$ cat config.mk
export PLATFORM = sky130hd
export DESIGN_NAME = sim_tohost_ctrl
export DESIGN_NICKNAME = d
export VERILOG_FILES = /design/src/rtl/sim_tohost_ctrl.sv
export SDC_FILE = /design/constraint.sdc
export NUM_CORES = 2
export LEC_CHECK = 0
export ABC_CLOCK_PERIOD_IN_PS = 4300
export CORE_MARGIN = 4
export CORE_UTILIZATION = 55
export CTS_BUF_LIST = sky130_fd_sc_hd__clkbuf_4 sky130_fd_sc_hd__clkbuf_8
export DETAILED_ROUTE_END_ITERATION = 12
export MAX_ROUTING_LAYER = met4
export PLACE_DENSITY = 0.72
export SKIP_LAST_GASP = 1
export SLEW_MARGIN = 40
export SYNTH_ARGS = -nofsm -noshare
export SYNTH_HDL_FRONTEND = slang
export SYNTH_SLANG_ARGS = --single-unit
export TNS_END_PERCENT = 10
$ cat constraint.sdc
create_clock -name clk -period 4.3 [get_ports clk]
set_input_delay 0.86 -clock clk [delete_from_list [all_inputs] [get_ports clk]]
set_output_delay 0.86 -clock clk [all_outputs]
set_load 0.02 [all_outputs]
$ cat src/rtl/sim_tohost_ctrl.sv
// Simulation test-control responder: TOHOST pass/fail word, STATUS/CYCLE read window,
// a signature RAM and a run-cycle watchdog, all behind a simple word store/load port.
module sim_tohost_ctrl #(
  parameter logic [31:0] CTRL_BASE      = 32'h8000_1000,
  parameter logic [31:0] SIG_BASE       = 32'h8000_2000,
  parameter int          SIG_DEPTH      = 64,
  parameter int          TIMEOUT_CYCLES = 50000,
  localparam int         AW             = (SIG_DEPTH > 1) ? $clog2(SIG_DEPTH) : 1,
  localparam int         CW             = $clog2(SIG_DEPTH) + 1
) (
  input  logic          clk,
  input  logic          rst,
  input  logic          wr_en,
  input  logic [31:0]   wr_addr,
  input  logic [31:0]   wr_data,
  input  logic          rd_en,
  input  logic [31:0]   rd_addr,
  output logic [31:0]   rd_data,
  output logic          test_done,
  output logic          test_pass,
  output logic [30:0]   fail_num,
  output logic          timeout,
  output logic [31:0]   cycle_cnt,
  output logic [CW-1:0] sig_count,
  input  logic [AW-1:0] sig_rd_idx,
  output logic [31:0]   sig_rd_data
);

  typedef enum logic [1:0] {S_RUN, S_DONE, S_TIMEOUT} state_t;

  typedef struct packed {
    logic          tohost;
    logic          status;
    logic          cycle;
    logic          sig;
    logic [AW-1:0] idx;
  } dec_t;

  localparam logic [31:0] SIG_BYTES = 32'(4 * SIG_DEPTH);

  state_t      state;
  logic [31:0] tohost_q;
  logic [31:0] sig_mem [SIG_DEPTH];
  dec_t        wdec, rdec;
  logic        running, done_store, timeout_hit;
  logic [31:0] rd_mux;
  logic [CW-1:0] wr_cnt;

  // Byte offset into the signature window; addresses below SIG_BASE wrap high and miss.
  function automatic dec_t decode(input logic [31:0] addr);
    logic [31:0] w, off;
    dec_t d;
    w        = {addr[31:2], 2'b00};
    off      = w - SIG_BASE;
    d.tohost = (w == CTRL_BASE);
    d.status = (w == CTRL_BASE + 32'd4);
    d.cycle  = (w == CTRL_BASE + 32'd8);
    d.sig    = (off < SIG_BYTES);
    d.idx    = off[2 +: AW];
    return d;
  endfunction

  assign wdec        = decode(wr_addr);
  assign rdec        = decode(rd_addr);
  assign running     = (state == S_RUN);
  assign done_store  = running && wr_en && wdec.tohost && wr_data[0];
  assign timeout_hit = (cycle_cnt == 32'(TIMEOUT_CYCLES - 1));
  assign wr_cnt      = CW'(wdec.idx) + CW'(1);
  assign sig_rd_data = sig_mem[sig_rd_idx];

  always_comb begin
    rd_mux = 32'd0;
    if (rdec.tohost)      rd_mux = tohost_q;
    else if (rdec.status) rd_mux = {29'd0, timeout, test_pass, test_done};
    else if (rdec.cycle)  rd_mux = cycle_cnt;
    else if (rdec.sig)    rd_mux = sig_mem[rdec.idx];
  end

  always_ff @(posedge clk) begin
    if (rst) begin
      state     <= S_RUN;
      test_done <= 1'b0;
      test_pass <= 1'b0;
      fail_num  <= 31'd0;
      timeout   <= 1'b0;
      cycle_cnt <= 32'd0;
      rd_data   <= 32'd0;
      sig_count <= '0;
      tohost_q  <= 32'd0;
    end else begin
      if (rd_en) rd_data <= rd_mux;
      if (running) begin
        if (wr_en && wdec.tohost) tohost_q <= wr_data;
        if (wr_en && wdec.sig && wr_cnt > sig_count) sig_count <= wr_cnt;
        // A done-store in the watchdog's last cycle still counts as done.
        if (done_store) begin
          state     <= S_DONE;
          test_done <= 1'b1;
          test_pass <= (wr_data == 32'd1);
          fail_num  <= (wr_data == 32'd1) ? 31'd0 : wr_data[31:1];
          cycle_cnt <= cycle_cnt + 32'd1;
        end else if (timeout_hit) begin
          state   <= S_TIMEOUT;
          timeout <= 1'b1;
        end else begin
          cycle_cnt <= cycle_cnt + 32'd1;
        end
      end
    end
  end

  always_ff @(posedge clk) begin
    if (!rst && running && wr_en && wdec.sig) sig_mem[wdec.idx] <= wr_data;
  end

endmodule

# Word level (Yosys, flattened, before mapping)
# Memories as Yosys holds them, arrays and structs flattened.
# Cells that the tools add are included.
word_totals:
  register_bits: 139
  mem_bits_rw: 2048
  inputBits: 106
  output_inout_bits: 137
  elab_cells: 54
  mem_count: 1
op_classes:
  n_addsub: 4
  n_lt_le_gt_ge: 3
  eq_ne: 7
  n_mux: 11
  n_bitwise: 1
  reduce_logical: 18
mem_list:
  columns: ["memory", "depth", "width", "read_ports", "rd_clocked_by_memory_dff", "write_ports", "line_no", "rtl"]
  rows:
  - ["sig_mem", 64, 32, 2, 0, 1, "43", "logic [31:0] sig_mem [SIG_DEPTH];"]
ops:
  columns: ["operator", "count"]
  rows:
  - ["two-way mux 32 bit", 6]
  - ["== test 30 bit (second input constant)", 4]
  - ["< comparator 32 x 9 -> 1 bit (second input constant)", 2]
  - ["subtractor 32 bit (second input constant)", 2]
  - ["adder 32 x 1 -> 32 bit (second input constant)", 1]
  - ["== test 32 x 1 -> 1 bit (second input constant)", 1]
  - ["== test 32 x 16 -> 1 bit (second input constant)", 1]
  - ["two-way mux 31 bit", 1]
  - ["AND reduction 2 bit", 5]
  - ["logical AND 1 bit", 9]
  - ["adder 6 x 1 -> 7 bit (second input constant)", 1]
  - ["greater-than comparator 7 bit", 1]
  - ["two-way mux 2 bit", 2]
  - ["AND reduction 3 bit", 1]
  - ["logical NOT 2 bit", 1]
  - ["two-way mux 1 bit", 2]
  - ["!= test 2 bit (second input constant)", 1]
  - ["nonzero test 2 bit", 1]
  - ["logical NOT 1 bit", 1]
  - ["NOT 1 bit", 1]

# Depth between registers and ports, before layout
logic_depth:
  depth_word: 6
  ltp_mapped: 12
  depth_no_buf: 10

# Least setup slack after synthesis
# OpenSTA, ideal clock, no wires.
synth_timing:
  path_type: "input port to output port"
  start: "input port sig_rd_idx[0]"
  end: "output port sig_rd_data[11]"
  arrival_time_ns: 3.201
  required_ns: 3.440
  setup_slack_ns: 0.239
  path_stages: 8
  n_path_buf: 4
  cell_sequence: "buf_2 -> clkbuf_1 -> buf_2 -> buf_2 -> mux4_2 -> mux4_2 -> mux2i_1 -> o21ai_0"
synth_between:
  elab_chain_cells: 1
synth_lines:
  columns: ["element", "line_no", "rtl"]
  rows:
  - ["start, declared", "25", "input logic [AW-1:0] sig_rd_idx,"]
  - ["memory (64 x 32 bit)", null, null]
  - ["end, declared", "26", "output logic [31:0] sig_rd_data"]
# Every way passes these cells.

# Worst setup path after layout
layout_timing:
  start: "input port sig_rd_idx[0]"
  end: "output port sig_rd_data[12]"
# Same word-level chain as after synthesis.

==> impl_summary.txt <==
----------------------------------------------------
[Timing]
  Fin Clk Skew ... 58.0 ps
  Hold violation total from the final report ... 0
  Minimum hold slack ... 82.3 ps
  Share of the clock period used by the worst path ... 1.02
  Slack of the critical path ... -80.1 ps
  Max Fclk ... 228 MHz
  # setup viols final ... 22
  Crit path time final ... 4380 ps
  RSZ-0062 raised after global routing ... yes
  Tightest Pin Transition ... 908 ps
  Final-report max-slew violation count ... 0
  Rel. slew slack ... 0.390
  Sum of negative setup slack ... -832 ps

[Synth]
  Gate count of the mapped netlist ... 4745
  Sequential area share after synthesis ... 0.643
  Number of enable flip-flop cells after synthesis ... 2048
  Synthesized Nets ... 4863
  Post-synthesis cell type count ... 59
  Number of synthesized register bits ... 2187
  Primary FF master, synth ... sky130_fd_sc_hd__edfxtp_1
  Proportion of synthesized flip-flops having asynchronous set or reset ... 0
  Post-synthesis average cell area ... 21.1 sq um
  Yosys warning count ... 0
  Mapped cell area ... 100000 sq um

[Floorplan]
  Row cnt ... 156
  Height of the die ... 434 um
  Floorplan core area ... 181000 sq um
  Initial Util ... 0.553
  Die area ... 189000 sq um
  Number of top-level pins ... 243
  Die outline width ... 434 um

[Setup path]
  Worst-path maximum fanout ... 12
  Required time of the critical path ... 3440 ps
  Register-to-Register Path Depth ... 8
  R2R Path Start ... state[0]$_SDFFE_PP0P_
  Start point of the critical path ... sig_rd_idx[0]
  Category of the critical setup timing path ... primary input to output port
  Arr. time, crit path ... 3520 ps
  Sort of element at the end of the critical path ... output port
  Endpoint of the worst-slack reg-to-reg timing path ... sig_mem[62][3]$_DFFE_PP_
  Worst Setup EP ... sig_rd_data[12]
  Nature of the critical path startpoint ... primary input
  FF-to-FF setup slack ... 1070 ps

[Placement]
  HPWL reported at the end of detailed placement ... 205 mm
  Worst slack after detailed placement ... -423 ps
  Weighted congestion at the end of routability-driven global placement ... 0.919
  Total of buffers placed on input and output ports ... 238

[Drt]
  Remaining design rule violation count ... 0
  Count of vias placed by the detailed router ... 60.3k
  Drt pass-1 iters ... 7
  Final routed wirelength across all metal layers ... 338 mm
  Routed length per instance ... 41.8 um
  Starting DRT DRC Count ... 10.1k
  Via/cell ratio ... 7.45
  Post-route antenna net violation count ... 0

[Final layout]
  Layout overhead on the synthesized area ... 16.9%
  # nets final ... 5551
  Share of final-layout standard cells stronger than drive strength 1 ... 0.431

[CTS]
  Maximum clock path buffer count ... 4
  Clock-pin transition on the worst setup and hold timing paths ... 60 ps
  Total clock sinks ... 2187
  Clock latency at the later pin of the worst-skew pair ... 1050 ps
  Root Buffer ... sky130_fd_sc_hd__clkbuf_8
  Hold_buf cts ... 0
  Num CTS Buffers ... 368
  CTS tree ... done
  Maximum level of the CTS H-tree ... 5

[Global route]
  Vias in the first global route ... 59.0k
  Tot GR Track Use ... 0.372
  Pin count of the biggest net entering global routing ... 70
  Remaining global-route overflow ... 0
  Global-route wire length before repair ... 464 mm
  Initial antenna violation count ... 14

[Job]
  Max cap viols ... 0

[Power and ir drop]
  Design internal power ... 34.9 mW
  Total leakage power ... 36.8 nW
  Clk network pwr share ... 0.401
  Combinational share of power ... 0.086
  Power density relative to cell area ... 388 nW/um^2
  Part of the total power dissipated in sequential elements ... 0.513
  Net Sw Power ... 10.5 mW
  Worst VDD drop ... 0.341 mV
  Sw Ratio ... 0.232

[Status]
  Violations in the final reports ... setup timing
  Outcome ... finished with violations

[Min path]
  Worst hold path type ... primary input to flop

----------------------------------------------------
[how the worst min path moves through the flow]
stage                         startpoint                   endpoint  slack, ps  depth (start not counted)
6_report                     wr_data[25]  sig_mem[18][25]$_DFFE_PP_         80                          1
3_5_place_dp   fail_num[12]$_SDFFE_PP0P_  fail_num[12]$_SDFFE_PP0P_        450                          2
4_1_cts                      wr_data[25]  sig_mem[18][25]$_DFFE_PP_         20                          1
5_1_grt                      wr_data[25]  sig_mem[18][25]$_DFFE_PP_         40                          1
2_1_floorplan   tohost_q[0]$_SDFFE_PP0P_   tohost_q[0]$_SDFFE_PP0P_        430                          2
3_3_place_gp    tohost_q[0]$_SDFFE_PP0P_   tohost_q[0]$_SDFFE_PP0P_        440                          2
[per-stage QoR]
| step | std cells | util | cell area, sq um | power (mW) |
|---|---|---|---|---|
| 4_1_cts | 8056 | 0.646 | 117000 | 45.5 |
| 2_1_floorplan | 4745 | - | 100000 | 25.9 |
| 3_3_place_gp | 7413 | 0.606 | 109000 | 27.5 |
| 5_1_grt | 8086 | 0.647 | 117000 | 46.7 |
| 3_5_place_dp | 7413 | 0.606 | 110000 | 27.6 |
| 6_report | 8090 | 0.647 | 117000 | 45.4 |
[cell type report]
cell class                      count  area, sq um
Inverter                           29          116
Antenna cell                       16         40.0
Multi-Input combinational cell   2159        34600
Fill cell                       11900        63800
Clock buffer                      489         6110
Timing Repair Buffer              688         7910
Tap cell                         2370         2970
Clock inverter                    152          936
Sequential cell                  2187        64300
[worst max-delay path, stage by stage]
cell and delay, ps:
sky130_fd_sc_hd__buf_16 150, sky130_fd_sc_hd__buf_12 170, sky130_fd_sc_hd__buf_16 170, sky130_fd_sc_hd__bufbuf_16 330
sky130_fd_sc_hd__mux4_2 500, sky130_fd_sc_hd__mux4_2 470, sky130_fd_sc_hd__mux4_2 590, sky130_fd_sc_hd__buf_4 230
[registers in the layout, indices dropped and copies added (netlist names), 2 cells and up]
register	flops
fail_num	31
sig_count	7
rd_data	32
cycle_cnt	32
tohost_q	32
state	2
sig_mem	2048
[layer usage]
metal / wire [um] / part of all wire / track usage
met5: 0 / 0 / -
met4: 20000 / 0.059 / 0.178
met3: 49600 / 0.15 / 0.117
met2: 154000 / 0.46 / 0.532
met1: 114000 / 0.34 / 0.491
[Yosys cell counts (25+ instances only)]
| cell | number | share of area |
|---|---|---|
| sky130_fd_sc_hd__clkbuf_1 | 227 | 0.0085 |
| sky130_fd_sc_hd__buf_1 | 25 | 0.00094 |
| sky130_fd_sc_hd__edfxtp_1 | 2048 | 0.61 |
| sky130_fd_sc_hd__o21ai_0 | 30 | 0.0015 |
| sky130_fd_sc_hd__nand2_1 | 227 | 0.0085 |
| sky130_fd_sc_hd__nor2_1 | 111 | 0.0042 |
| sky130_fd_sc_hd__buf_2 | 103 | 0.0052 |
| sky130_fd_sc_hd__inv_1 | 28 | 0.0011 |
| sky130_fd_sc_hd__nor4_1 | 28 | 0.0018 |
| sky130_fd_sc_hd__mux4_2 | 1293 | 0.29 |
| sky130_fd_sc_hd__o21bai_1 | 29 | 0.0022 |
| sky130_fd_sc_hd__xnor2_1 | 27 | 0.0024 |
| sky130_fd_sc_hd__a22oi_1 | 88 | 0.0066 |
| sky130_fd_sc_hd__a21oi_1 | 88 | 0.0044 |
| sky130_fd_sc_hd__nor3_1 | 33 | 0.0017 |
| sky130_fd_sc_hd__a31oi_1 | 29 | 0.0018 |
| sky130_fd_sc_hd__dfxtp_1 | 139 | 0.028 |
[cells in the final DEF, fill, tap and decap left out, types with 23 or more instances in the layout]
master / synthesis / final
sky130_fd_sc_hd__nor2_1: 111 / 48
sky130_fd_sc_hd__inv_1: 28 / 28
sky130_fd_sc_hd__nor3_1: 33 / 32
sky130_fd_sc_hd__mux4_2: 1293 / 1293
sky130_fd_sc_hd__xnor2_1: 27 / 27
sky130_fd_sc_hd__buf_12: 0 / 170
sky130_fd_sc_hd__a21oi_1: 88 / 88
sky130_fd_sc_hd__clkbuf_8: 0 / 392
sky130_fd_sc_hd__nand3_1: 23 / 23
sky130_fd_sc_hd__mux2i_1: 24 / 24
sky130_fd_sc_hd__clkbuf_4: 0 / 99
sky130_fd_sc_hd__dfxtp_1: 139 / 139
sky130_fd_sc_hd__clkdlybuf4s50_1: 0 / 163
sky130_fd_sc_hd__o21ai_0: 30 / 25
sky130_fd_sc_hd__o21bai_1: 29 / 29
sky130_fd_sc_hd__nand2_1: 227 / 226
sky130_fd_sc_hd__clkinv_1: 0 / 91
sky130_fd_sc_hd__buf_4: 8 / 289
sky130_fd_sc_hd__a22oi_1: 88 / 88
sky130_fd_sc_hd__nor4_1: 28 / 25
sky130_fd_sc_hd__a31oi_1: 29 / 29
sky130_fd_sc_hd__nor2_4: 0 / 63
sky130_fd_sc_hd__edfxtp_1: 2048 / 2048
sky130_fd_sc_hd__clkinv_2: 0 / 45
sky130_fd_sc_hd__buf_2: 103 / 34
[cells by family (layout without fill, tap and decap cells)]
logic type	after synthesis	count (layout)	share of synthesized area
AOI/OAI and AO/OA	290	290	0.0187
xor gates and xnor gates	30	30	0.00263
adders and majority gates	12	12	0.00150
buffers and inverters	399	1358	0.0171
DFF	2187	2187	0.643
muxes	1323	1323	0.294
other	0	16	0
and+or+nand+nor	504	504	0.0234
[power groups by stage]
stage | Combinational (mW) | Clock (mW) | Sequential [mW]
floorplan | 2.12 | 0 | 23.7
global placement | 3.82 | 0 | 23.7
detailed placement | 3.86 | 0 | 23.7
CTS | 3.88 | 18.3 | 23.3
global route | 4.06 | 19.4 | 23.3
finish | 3.92 | 18.2 | 23.3
[timing repair]
| action | in CTS | in global routing |
|---|---|---|
| resized for setup | 28 | 11 |
| setup endpoints to repair | 32 | 30 |
| gates cloned | 2 | 3 |
| buffers inserted | 0 | 15 |
No activity file was read; power rests on OpenSTA's default activity.
